**src/rtl/conv_pkg.sv**
```systemverilog
// Shared widths and command-FSM encoding for the host bridge to the convolution core.
package conv_pkg;

    localparam int OP_W  = 25;
    localparam int RES_W = 2;

    typedef enum logic {
        ST_IDLE = 1'b0,
        ST_SEND = 1'b1
    } cmd_state_e;

endpackage

```
**src/rtl/conv_res_fifo.sv**
```systemverilog
// First-word fall-through result FIFO; head is read combinationally from storage.
module conv_res_fifo #(
    parameter int W     = 2,
    parameter int DEPTH = 8,
    parameter int CNT_W = $clog2(DEPTH + 1)
) (
    input  logic             clk_i,
    input  logic             rst_ni,
    input  logic             push_i,
    input  logic [W-1:0]     push_data_i,
    input  logic             pop_i,
    output logic [W-1:0]     head_o,
    output logic             full_o,
    output logic             empty_o,
    output logic [CNT_W-1:0] count_o
);

    localparam int PTR_W = $clog2(DEPTH);

    logic [W-1:0]     mem_q [DEPTH];
    logic [PTR_W-1:0] wr_ptr_q;
    logic [PTR_W-1:0] rd_ptr_q;
    logic [CNT_W-1:0] count_q;
    logic             do_push;
    logic             do_pop;

    assign full_o  = (count_q == CNT_W'(DEPTH));
    assign empty_o = (count_q == '0);
    assign count_o = count_q;
    assign head_o  = mem_q[rd_ptr_q];

    // Guarded here so a stray push at full or pop at empty can never corrupt pointers.
    assign do_push = push_i & ~full_o;
    assign do_pop  = pop_i & ~empty_o;

    always_ff @(posedge clk_i or negedge rst_ni) begin
        if (!rst_ni) begin
            for (int i = 0; i < DEPTH; i++) begin
                mem_q[i] <= '0;
            end
            wr_ptr_q <= '0;
            rd_ptr_q <= '0;
            count_q  <= '0;
        end else begin
            if (do_push) begin
                mem_q[wr_ptr_q] <= push_data_i;
                wr_ptr_q        <= wr_ptr_q + PTR_W'(1);
            end
            if (do_pop) begin
                rd_ptr_q <= rd_ptr_q + PTR_W'(1);
            end
            case ({do_push, do_pop})
                2'b10:   count_q <= count_q + CNT_W'(1);
                2'b01:   count_q <= count_q - CNT_W'(1);
                default: count_q <= count_q;
            endcase
        end
    end

endmodule

```
**src/rtl/conv_host_bridge.sv**
```systemverilog
// Toggle-handshake bridge between HPS PIO registers and the convolution core.
// state | meaning
// IDLE  | no command outstanding, waiting for a cmd toggle edge
// SEND  | operands presented with valid high, waiting for core ready
module conv_host_bridge
    import conv_pkg::*;
#(
    parameter int OP_W       = conv_pkg::OP_W,
    parameter int RES_W      = conv_pkg::RES_W,
    parameter int FIFO_DEPTH = 8,
    parameter int CNT_W      = $clog2(FIFO_DEPTH + 1)
) (
    input  logic             i_clk,
    input  logic             i_arstn,
    input  logic [OP_W-1:0]  i_cmd_x,
    input  logic [OP_W-1:0]  i_cmd_k,
    input  logic             i_cmd_toggle,
    output logic             o_cmd_ack_toggle,
    output logic             o_cmd_busy,
    output logic             o_cmd_err,
    input  logic             i_rd_toggle,
    output logic             o_rd_ack_toggle,
    output logic [RES_W-1:0] o_rd_data,
    output logic             o_rd_valid,
    output logic [CNT_W-1:0] o_fifo_count,
    output logic             o_underflow,
    input  logic             i_clr_err,
    output logic             o_conv_valid,
    output logic [OP_W-1:0]  o_conv_x,
    output logic [OP_W-1:0]  o_conv_k,
    input  logic             i_conv_ready,
    input  logic             i_conv_res_valid,
    input  logic [RES_W-1:0] i_conv_res,
    output logic             o_conv_res_ready
);

    cmd_state_e      state_q;
    logic            armed_q;
    logic            prev_cmd_q;
    logic            prev_rd_q;
    logic            conv_valid_q;
    logic [OP_W-1:0] conv_x_q;
    logic [OP_W-1:0] conv_k_q;
    logic            cmd_busy_q;
    logic            cmd_ack_q;
    logic            cmd_err_q;
    logic            cmd_err_d;
    logic            rd_ack_q;
    logic            underflow_q;
    logic            underflow_d;
    logic            cmd_edge;
    logic            rd_edge;
    logic            fifo_full;
    logic            fifo_empty;
    logic            fifo_pop;

    // Edges are masked until the prev registers have sampled the live host levels once.
    assign cmd_edge = armed_q & (i_cmd_toggle != prev_cmd_q);
    assign rd_edge  = armed_q & (i_rd_toggle != prev_rd_q);
    assign fifo_pop = rd_edge & ~fifo_empty;

    always_ff @(posedge i_clk or negedge i_arstn) begin
        if (!i_arstn) begin
            armed_q    <= 1'b0;
            prev_cmd_q <= 1'b0;
            prev_rd_q  <= 1'b0;
        end else begin
            armed_q    <= 1'b1;
            prev_cmd_q <= i_cmd_toggle;
            prev_rd_q  <= i_rd_toggle;
        end
    end

    always_ff @(posedge i_clk or negedge i_arstn) begin
        if (!i_arstn) begin
            state_q      <= ST_IDLE;
            conv_valid_q <= 1'b0;
            conv_x_q     <= '0;
            conv_k_q     <= '0;
            cmd_busy_q   <= 1'b0;
            cmd_ack_q    <= 1'b0;
        end else begin
            case (state_q)
                ST_IDLE: begin
                    if (cmd_edge) begin
                        conv_x_q     <= i_cmd_x;
                        conv_k_q     <= i_cmd_k;
                        conv_valid_q <= 1'b1;
                        cmd_busy_q   <= 1'b1;
                        state_q      <= ST_SEND;
                    end
                end
                ST_SEND: begin
                    if (i_conv_ready) begin
                        conv_valid_q <= 1'b0;
                        cmd_busy_q   <= 1'b0;
                        cmd_ack_q    <= ~cmd_ack_q;
                        state_q      <= ST_IDLE;
                    end
                end
                default: state_q <= ST_IDLE;
            endcase
        end
    end

    // A new flag event in the same cycle as a clear must not be lost.
    always_comb begin
        cmd_err_d = cmd_err_q;
        if (i_clr_err) begin
            cmd_err_d = 1'b0;
        end
        if (cmd_edge && state_q == ST_SEND) begin
            cmd_err_d = 1'b1;
        end
        underflow_d = underflow_q;
        if (i_clr_err) begin
            underflow_d = 1'b0;
        end
        if (rd_edge && fifo_empty) begin
            underflow_d = 1'b1;
        end
    end

    always_ff @(posedge i_clk or negedge i_arstn) begin
        if (!i_arstn) begin
            cmd_err_q   <= 1'b0;
            underflow_q <= 1'b0;
            rd_ack_q    <= 1'b0;
        end else begin
            cmd_err_q   <= cmd_err_d;
            underflow_q <= underflow_d;
            if (rd_edge) begin
                rd_ack_q <= ~rd_ack_q;
            end
        end
    end

    conv_res_fifo #(
        .W     (RES_W),
        .DEPTH (FIFO_DEPTH),
        .CNT_W (CNT_W)
    ) u_res_fifo (
        .clk_i       (i_clk),
        .rst_ni      (i_arstn),
        .push_i      (i_conv_res_valid),
        .push_data_i (i_conv_res),
        .pop_i       (fifo_pop),
        .head_o      (o_rd_data),
        .full_o      (fifo_full),
        .empty_o     (fifo_empty),
        .count_o     (o_fifo_count)
    );

    assign o_conv_res_ready = ~fifo_full;
    assign o_rd_valid       = ~fifo_empty;
    assign o_conv_valid     = conv_valid_q;
    assign o_conv_x         = conv_x_q;
    assign o_conv_k         = conv_k_q;
    assign o_cmd_busy       = cmd_busy_q;
    assign o_cmd_ack_toggle = cmd_ack_q;
    assign o_cmd_err        = cmd_err_q;
    assign o_rd_ack_toggle  = rd_ack_q;
    assign o_underflow      = underflow_q;

endmodule

```
**config.mk**
```make
export PLATFORM = sky130hd
export DESIGN_NAME = conv_host_bridge
export DESIGN_NICKNAME = d
export VERILOG_FILES = /design/src/rtl/conv_pkg.sv /design/src/rtl/conv_res_fifo.sv /design/src/rtl/conv_host_bridge.sv
export SDC_FILE = /design/constraint.sdc
export NUM_CORES = 1
export LEC_CHECK = 0
export ABC_CLOCK_PERIOD_IN_PS = 7600
export CORE_UTILIZATION = 30
export CTS_CLUSTER_SIZE = 10
export DETAILED_ROUTE_END_ITERATION = 8
export HOLD_SLACK_MARGIN = 0.02
export PLACE_DENSITY_LB_ADDON = 0.15
export SLEW_MARGIN = 20
export SYNTH_ARGS = -nofsm -noshare
export SYNTH_HDL_FRONTEND = slang
export SYNTH_SLANG_ARGS = --single-unit
```
**constraint.sdc**
```tcl
create_clock -name i_clk -period 7.6 [get_ports i_clk]
set_input_delay 1.14 -clock i_clk [delete_from_list [all_inputs] [get_ports i_clk]]
set_output_delay 1.14 -clock i_clk [all_outputs]
set_load 0.02 [all_outputs]
```
==> summary by stage, run 1 <==
Status
The flow ran to the end, and the final reports show no timing, DRC or antenna violations.

STA
The accumulated negative setup slack is 0 ns. The worst-case headroom to the max-slew limit is 0.555. The period utilization is 0.447. Setup repair after global routing left no endpoint under its margin. The worst clock skew is 0.00559 ns. The final-report setup violation count is 0. The number of hold violations in the final report is 0. The count of final max-slew check failures was 0. The minimum clock period is 3.40 ns. For the pin with the worst max-slew slack, the measured transition is 0.668 ns. The maximum achievable frequency is 0.294 GHz.

CTS
Counting the buffers created by CTS gives 9. The register clock-pin slew on the reported worst setup and hold paths is 0.06 ns. The clock passes through at most 2 buffers. The clock tree synthesis step divided the H-tree into 3 levels. The clock net sink count is 85. Post-CTS timing repair inserted 0 buffers for setup.

TritonCTS built the clock tree. The clock network latency to the later pin of the worst-skew pair is 0.34 ns. After clock tree synthesis, the flow added hold-fix buffers numbering 0. CTS placed an instance of sky130_fd_sc_hd__clkbuf_16 at the clock tree root. The number of resized instances in the post-cts repair step is 0.

Layout
The area growth from synthesis to layout is 47.6%. The fraction of layout instances using a drive strength above 1 is 0.252. At the end of the flow the core is filled with cells to 0.453. The number of diodes is 0. The net count of the finished layout is 420.

Global route
The first-pass GRT wire length is 11.9 mm. The number of global-route vias before repair was 2431. For this run the aggregate overflow at the end of global routing stands at 0. For this run, the total global-route usage over all layers was measured as 0.133. Entering global routing, the biggest net connects 52 pins. The number of antenna violations at the first check in global routing is 0.

Routing
The total wire length is 7.36 mm. The number of nets with antenna violations after routing is 0. Summing over every cut layer, the via total after detailed routing is 2285. For this block, the initial DRC count from the detailed router was 66. In the final routed layout, each cell accounts on average for 14.6 um. The first TritonRoute pass finished after 4 iterations.

The number of design rule violations left after detail routing is 0. The via count normalized by instance count is 4.53.

Worst setup path
The element type at the critical path end is an output pin. STA classifies the critical path startpoint as a flip-flop. For this run, the slowest stage of the critical path takes 0.56 ns.

The signal on the critical path passes through mux4_2 -> mux2_2 -> clkdlybuf4s50_1. The top fanout value on the critical path is 6. The worst endpoint data arrival time is 2.26 ns.

The critical path is of the reg2out type. The kind of cell with the highest combined delay along the critical path is multiplexers. Together, buffers and inverters on the worst path number 1.

At the worst endpoint, the required time is 6.46 ns. On the critical path, the stage with the largest delay is an instance of sky130_fd_sc_hd__mux4_2.

Power
The share of total power dissipated in sequential elements is 0.391. The portion of total power attributed to the clock network is 0.223. The internal portion of the total power is 1.28 mW.

The switching power as a share of total power is 0.322. The areal power density over the cells is 367 mW/mm^2. Summing internal, switching and leakage power gives 1.89 mW.

The largest voltage drop on the vdd net is 0.173 mV. The static power due to leakage is 2.13 nW. Of the total power, combinational logic draws 0.387.

The net switching component of the power is 0.609 mW.

Die
The initial cell density of the core is 0.307. The die covers 0.0121 mm^2. The die is 110 um wide. The number of top-level pins is 123. The die boundary height is 110 um.

The floorplan core area is 0.0114 mm^2. Row generation in the floorplan step produced 39 rows.

Place
The half-perimeter wire length after detailed placement is 5.15 mm. The count of buffers added on input and output ports is 122. At the end of routability-driven placement, the weighted congestion stood at 0.727.

Yosys
The synthesized netlist cell count is 229. The proportion of synthesized chip area in sequential cells is 0.610. Counting every net in the synthesized netlist gives 293. In this run the cell area of the synthesized design comes to 0.00349 mm^2.

The number of unique standard cell types used by synthesis is 32. After synthesis the netlist holds a flip-flop and latch count of 85. The average cell area after synthesis is 15.2 um^2.

The synthesis warning total is 0.

Hold path
The worst min-delay path category is reg2reg.

Run
The tool flagged a number of max-cap violations equal to 0.
## synthesized netlist by cell type
| cell | number | area [um^2] |
|---|---|---|
| sky130_fd_sc_hd__a211oi_2 | 1 | 12.5 |
| sky130_fd_sc_hd__a21o_1 | 1 | 7.51 |
| sky130_fd_sc_hd__a21oi_1 | 3 | 15.0 |
| sky130_fd_sc_hd__a21oi_2 | 1 | 8.76 |
| sky130_fd_sc_hd__and3_4 | 1 | 11.3 |
| sky130_fd_sc_hd__buf_2 | 5 | 25.0 |
| sky130_fd_sc_hd__buf_4 | 1 | 7.51 |
| sky130_fd_sc_hd__buf_6 | 1 | 11.3 |
| sky130_fd_sc_hd__clkbuf_1 | 1 | 3.75 |
| sky130_fd_sc_hd__conb_1 | 1 | 3.75 |
| sky130_fd_sc_hd__dfrtp_1 | 85 | 2130 |
| sky130_fd_sc_hd__ha_1 | 5 | 62.6 |
| sky130_fd_sc_hd__inv_1 | 5 | 18.8 |
| sky130_fd_sc_hd__mux2_1 | 7 | 78.8 |
| sky130_fd_sc_hd__mux2_2 | 63 | 709 |
| sky130_fd_sc_hd__mux2_4 | 1 | 15.0 |
| sky130_fd_sc_hd__mux2i_1 | 1 | 10.0 |
| sky130_fd_sc_hd__mux4_2 | 4 | 90.1 |
| sky130_fd_sc_hd__nand2_1 | 9 | 33.8 |
| sky130_fd_sc_hd__nand3_1 | 5 | 25.0 |
| sky130_fd_sc_hd__nand3b_1 | 1 | 7.51 |
| sky130_fd_sc_hd__nand4_1 | 1 | 6.26 |
| sky130_fd_sc_hd__nor2_1 | 3 | 11.3 |
| sky130_fd_sc_hd__nor2b_1 | 2 | 12.5 |
| sky130_fd_sc_hd__nor3_1 | 1 | 5.00 |
| sky130_fd_sc_hd__nor4bb_1 | 2 | 20.0 |
| sky130_fd_sc_hd__o21ai_0 | 2 | 10.0 |
| sky130_fd_sc_hd__o22ai_1 | 1 | 6.26 |
| sky130_fd_sc_hd__o2bb2ai_1 | 1 | 8.76 |
| sky130_fd_sc_hd__or4_4 | 1 | 11.3 |
| sky130_fd_sc_hd__xnor2_1 | 5 | 43.8 |
| sky130_fd_sc_hd__xor2_1 | 8 | 70.1 |
## cells by family after synthesis
family | count (synthesis) | synth area share
buffers and inverters | 13 | 0.0190
AO/OA/AOI/OAI | 10 | 0.0197
XOR/XNOR | 13 | 0.0326
AND/OR/NAND/NOR | 26 | 0.0412
other | 1 | 0.00107
flip-flops | 85 | 0.610
multiplexers | 76 | 0.259
adder cells (fa/ha/maj) | 5 | 0.0179
## per-stage QoR
stage                     area (um^2)  instances  setup WS, ns  hold WS, ns
final                            5150        504          4.20        0.485
after global routing             5150        504          4.12        0.510
after CTS                        5150        504          4.17        0.492
after detailed placement         4860        488          4.25        0.478
after global placement           4860        488          4.31        0.465
after floorplan                  3490        229          4.83        0.474
## final cells by class
| class | count | area [um^2] |
|---|---|---|
| inverters | 5 | 18.8 |
| clock inverters | 3 | 18.8 |
| fillers | 1068 | 6220 |
| multi-input cells | 131 | 1300 |
| clock buffers | 13 | 270 |
| flip-flops and latches | 85 | 2130 |
| repair buffers | 124 | 1230 |
| well taps | 143 | 179 |
## layer usage
metal | vias up | routed length [um] | global-route usage
met5 | - | 0 | 0
met4 | 0 | 175 | 0.0771
met3 | 13 | 847 | 0.0729
met2 | 82 | 3220 | 0.189
met1 | 1131 | 3110 | 0.156
li1 | 1059 | - | -
## worst paths after layout
path | from | end | slack, ns | depth (start not counted)
hold reg to reg | o_rd_ack_toggle | o_rd_ack_toggle | 0.48 | 1
setup reg to reg | u_res_fifo.count_o[2] | u_res_fifo.count_o[2] | 5.11 | 9
setup / recovery | u_res_fifo.rd_ptr_q[0] | o_rd_data[0] | 4.20 | 3
max in group asynchronous | i_arstn | o_conv_x[9] | 5.83 | 2
hold / removal | o_rd_ack_toggle | o_rd_ack_toggle | 0.48 | 1
min in group asynchronous | i_arstn | u_res_fifo.count_o[2] | 0.76 | 1
## sequential cells by signal, summed over array words and instances, names as in the netlist, 3 cells and up
register             cells
o_conv_k                25
u_res_fifo.count_o       4
o_conv_x                25
u_res_fifo.wr_ptr_q      3
u_res_fifo.rd_ptr_q      3
u_res_fifo.mem_q        16
## cell usage in the layout, fill, tap and decap left out, types with 2 or more instances in the layout
cell and count:
sky130_fd_sc_hd__clkbuf_8 3, sky130_fd_sc_hd__o21ai_0 2, sky130_fd_sc_hd__nor4bb_1 2, sky130_fd_sc_hd__nand2_1 9, sky130_fd_sc_hd__clkinv_2 2, sky130_fd_sc_hd__clkbuf_16 9
sky130_fd_sc_hd__mux2_1 7, sky130_fd_sc_hd__dfrtp_1 85, sky130_fd_sc_hd__mux2_2 63, sky130_fd_sc_hd__mux4_2 4, sky130_fd_sc_hd__xnor2_1 5, sky130_fd_sc_hd__ha_1 5
sky130_fd_sc_hd__inv_1 5, sky130_fd_sc_hd__nor2_1 2, sky130_fd_sc_hd__clkdlybuf4s50_1 121, sky130_fd_sc_hd__a21oi_1 3, sky130_fd_sc_hd__buf_4 3, sky130_fd_sc_hd__nand3_1 5
sky130_fd_sc_hd__xor2_1 8, sky130_fd_sc_hd__nor2b_1 2
## power by group through the flow
stage	Sequential, mW	Combinational (mW)	Clock (mW)
detailed placement	0.745	0.739	0
CTS	0.740	0.743	0.439
global route	0.764	0.787	0.458
floorplan	0.836	0.311	0
global placement	0.741	0.734	0
finish	0.739	0.731	0.421
(Power assumes the default switching activity.)
==> run 2, diff against run 1 <==
--- a/config.mk
+++ b/config.mk
@@ -5,7 +5,7 @@
 export SDC_FILE = /design/constraint.sdc
 export NUM_CORES = 1
 export LEC_CHECK = 0
-export ABC_CLOCK_PERIOD_IN_PS = 7600
+export ABC_CLOCK_PERIOD_IN_PS = 3100
 export CORE_UTILIZATION = 30
 export CTS_CLUSTER_SIZE = 10
 export DETAILED_ROUTE_END_ITERATION = 8
==> constraint.sdc (replaced) <==
create_clock -name i_clk -period 3.1 [get_ports i_clk]
set_input_delay 0.465 -clock i_clk [delete_from_list [all_inputs] [get_ports i_clk]]
set_output_delay 0.465 -clock i_clk [all_outputs]
set_load 0.02 [all_outputs]
==> summary by stage, run 2 (synthesized netlist as in run 1, its figures left out) <==
Place
The final estimated routing congestion in global placement came to 0.720 (-0.96%). The half-perimeter wire length after detailed placement is 5.15 mm (about the same). The number of input and output port buffers inserted came to 122 (unchanged).

STA
The final-report setup violation count is 0 (unchanged). The accumulated negative setup slack came to 0 ns (unchanged). The period utilization is 0.873. The count of final max-slew check failures is 0 (unchanged). The maximum achievable frequency is 0.369 GHz.

The number of hold violations in the final report is 0 (unchanged). Setup repair after global routing left no endpoint under its margin. The worst path needs 2.71 ns of the cycle, external delays included. The worst clock skew is 0.00543 ns (-0.000157 ns).

Routing
The via count normalized by instance count is 4.55 (+0.35%). The per-cell routed wire length is 14.7 um (+0.43%). The detailed-route via count is 2302 (+0.74%). The total wire length is 7.42 mm (+0.83%). The number of DRC markers after the initial detailed-route iteration is 45 (-32%). The number of design rule violations left after detail routing is 0 (unchanged). The number of nets with antenna violations after routing came to 0 (unchanged).

The number of detailed-routing iterations run before antenna repair is 4 (unchanged).

Layout
The combined flip-flop and latch cell area is 0.00213 mm^2 (unchanged). The number of diodes is 0 (unchanged). The fraction of layout instances using a drive strength above 1 was 0.259 (+0.00688). The area used by multi-input combinational logic is 0.00130 mm^2 (unchanged). Relative to the synthesized area, the layout overhead comes to 49.2%. The count of nets after finishing is 422 (+0.48%). In the layout the commonest cells are sky130_fd_sc_hd__clkdlybuf4s50_1, sky130_fd_sc_hd__dfrtp_1, sky130_fd_sc_hd__mux2_2.

The fill cell instance count of the final layout came to 1092 (+2.2%). The most frequent standard cell in the layout excluding fill and tap cells is sky130_fd_sc_hd__clkdlybuf4s50_1.

Worst setup path
STA classifies the critical path startpoint as a flip-flop. STA classifies the critical path endpoint as an output pin. The source of the worst register-to-register timing path is u_res_fifo.count_o[2]. The required time of the critical path is 2.63 ns (-3.83 ns).

Tracing the worst setup path back leads to its startpoint at u_res_fifo.rd_ptr_q[0]. The worst endpoint data arrival time came to 2.24 ns (-0.02 ns). The worst setup path category is reg2out. The top fanout value on the critical path is 6 (unchanged).

Die
The number of top-level pins is 123 (unchanged). The area enclosed by the die boundary is 0.0121 mm^2 (unchanged). The initial cell density of the core came to 0.307 (unchanged). The floorplan core area is 0.0114 mm^2 (unchanged). The die boundary height is 110 um (unchanged). The horizontal extent of the die is 110 um (unchanged). The number of rows in the core area was 39 (unchanged).

Power
The static power due to leakage is 2.15 nW (+0.97%). The largest voltage drop on the vdd net was 0.504 mV (+190%). The areal power density over the cells is 898 mW/mm^2 (+140%). The power after layout is 4.68 mW (+150%).

CTS
The total CTS buffers was 9 (unchanged). The library cell used as clock root buffer is sky130_fd_sc_hd__clkbuf_16. The number of resized instances in the post-cts repair step was 0 (unchanged). The maximum buffer depth of the clock tree is 2 (unchanged). The clock net sink count was 85 (unchanged).

The depth of the CTS H-tree was 3 (unchanged). The number of setup buffers added after CTS came to 0 (unchanged). The clock network latency to the later pin of the worst-skew pair is 0.34 ns (about the same). The number of hold-repair buffers added at the cts stage was 0 (unchanged). The CTS tree is yes. The register clock-pin slew on the reported worst setup and hold paths is 0.06 ns (about the same).

Global route
The number of antenna violations at the first check in global routing is 0 (unchanged). The largest net degree at the start of global routing was 86 (+65%). The first-pass GRT wire length is 12.2 mm (+2.6%). The number of global-route vias before repair came to 2457 (+1.1%). The global route total overflow is 0 (unchanged). The global routing usage summed across all routing layers was 0.136 (+0.00332).

Status
The flow ran to the end, and the final reports show no timing, DRC or antenna violations.

Hold path
The worst min-delay path category is in2async.

Run
The max-cap check violation count is 0 (unchanged).
==> run 2: cell count changes in the layout (fill, tap and decap cells not counted), sizes merged <==
cell	delta
buf	+2
bufinv	+1
clkbuf	-4
clkinv	+2
clkinvlp	+1
==> run 2: where the power goes <==
part           internal, mW  total (mW)  switching, mW
Combinational          1.04        1.80          0.756
Sequential             1.50        1.82          0.314
Clock                 0.620        1.06          0.441
Total                  3.17        4.68           1.51
==> run 2: metrics by stage <==
| step | hold WS, ns | std cells | area, um^2 | utilization | worst slack (ns) |
|---|---|---|---|---|---|
| floorplan | 0.169 | 229 | 3490 | - | 0.476 |
| global placement | 0.463 | 490 | 4910 | 0.432 | 0.543 |
| detailed placement | 0.465 | 490 | 4910 | 0.432 | 0.526 |
| CTS | 0.178 | 506 | 5210 | 0.458 | 0.354 |
| global route | 0.181 | 506 | 5210 | 0.458 | 0.289 |
| finish | 0.155 | 506 | 5210 | 0.458 | 0.392 |
==> run 2: path summary, 6_finish.rpt <==
path,to,slack [ns],cells after the start
min reg2reg,o_rd_ack_toggle,0.48,1
max,o_rd_data[0],0.39,3
min,u_res_fifo.count_o[2],0.15,2
min in group i_clk,o_rd_ack_toggle,0.48,1
max reg2reg,u_res_fifo.count_o[2],0.60,9
max in group asynchronous,o_conv_k[17],2.60,2
==> run 2: worst max-delay path, cell delays in order (launching register included) <==
cell and delay (ns):
sky130_fd_sc_hd__dfrtp_1 0.54, sky130_fd_sc_hd__mux4_2 0.56, sky130_fd_sc_hd__mux2_2 0.28, sky130_fd_sc_hd__clkdlybuf4s50_1 0.53
==> run 2: cell type report <==
class,count,area share
sequential,85,0.409
multi-input combinational,131,0.250
timing repair buffer,126,0.247
clock buffer,9,0.0433
tap,143,0.0344
clock inverter,7,0.0127
inverter,5,0.00360
==> run 2: metal layers <==
| layer | global-route usage | vias to the layer above | routed length, um |
|---|---|---|---|
| li1 | - | 1063 | - |
| met1 | 0.159 | 1149 | 3110 |
| met2 | 0.205 | 80 | 3470 |
| met3 | 0.0729 | 10 | 709 |
| met4 | 0.0629 | 0 | 131 |
| met5 | 0 | - | 0 |
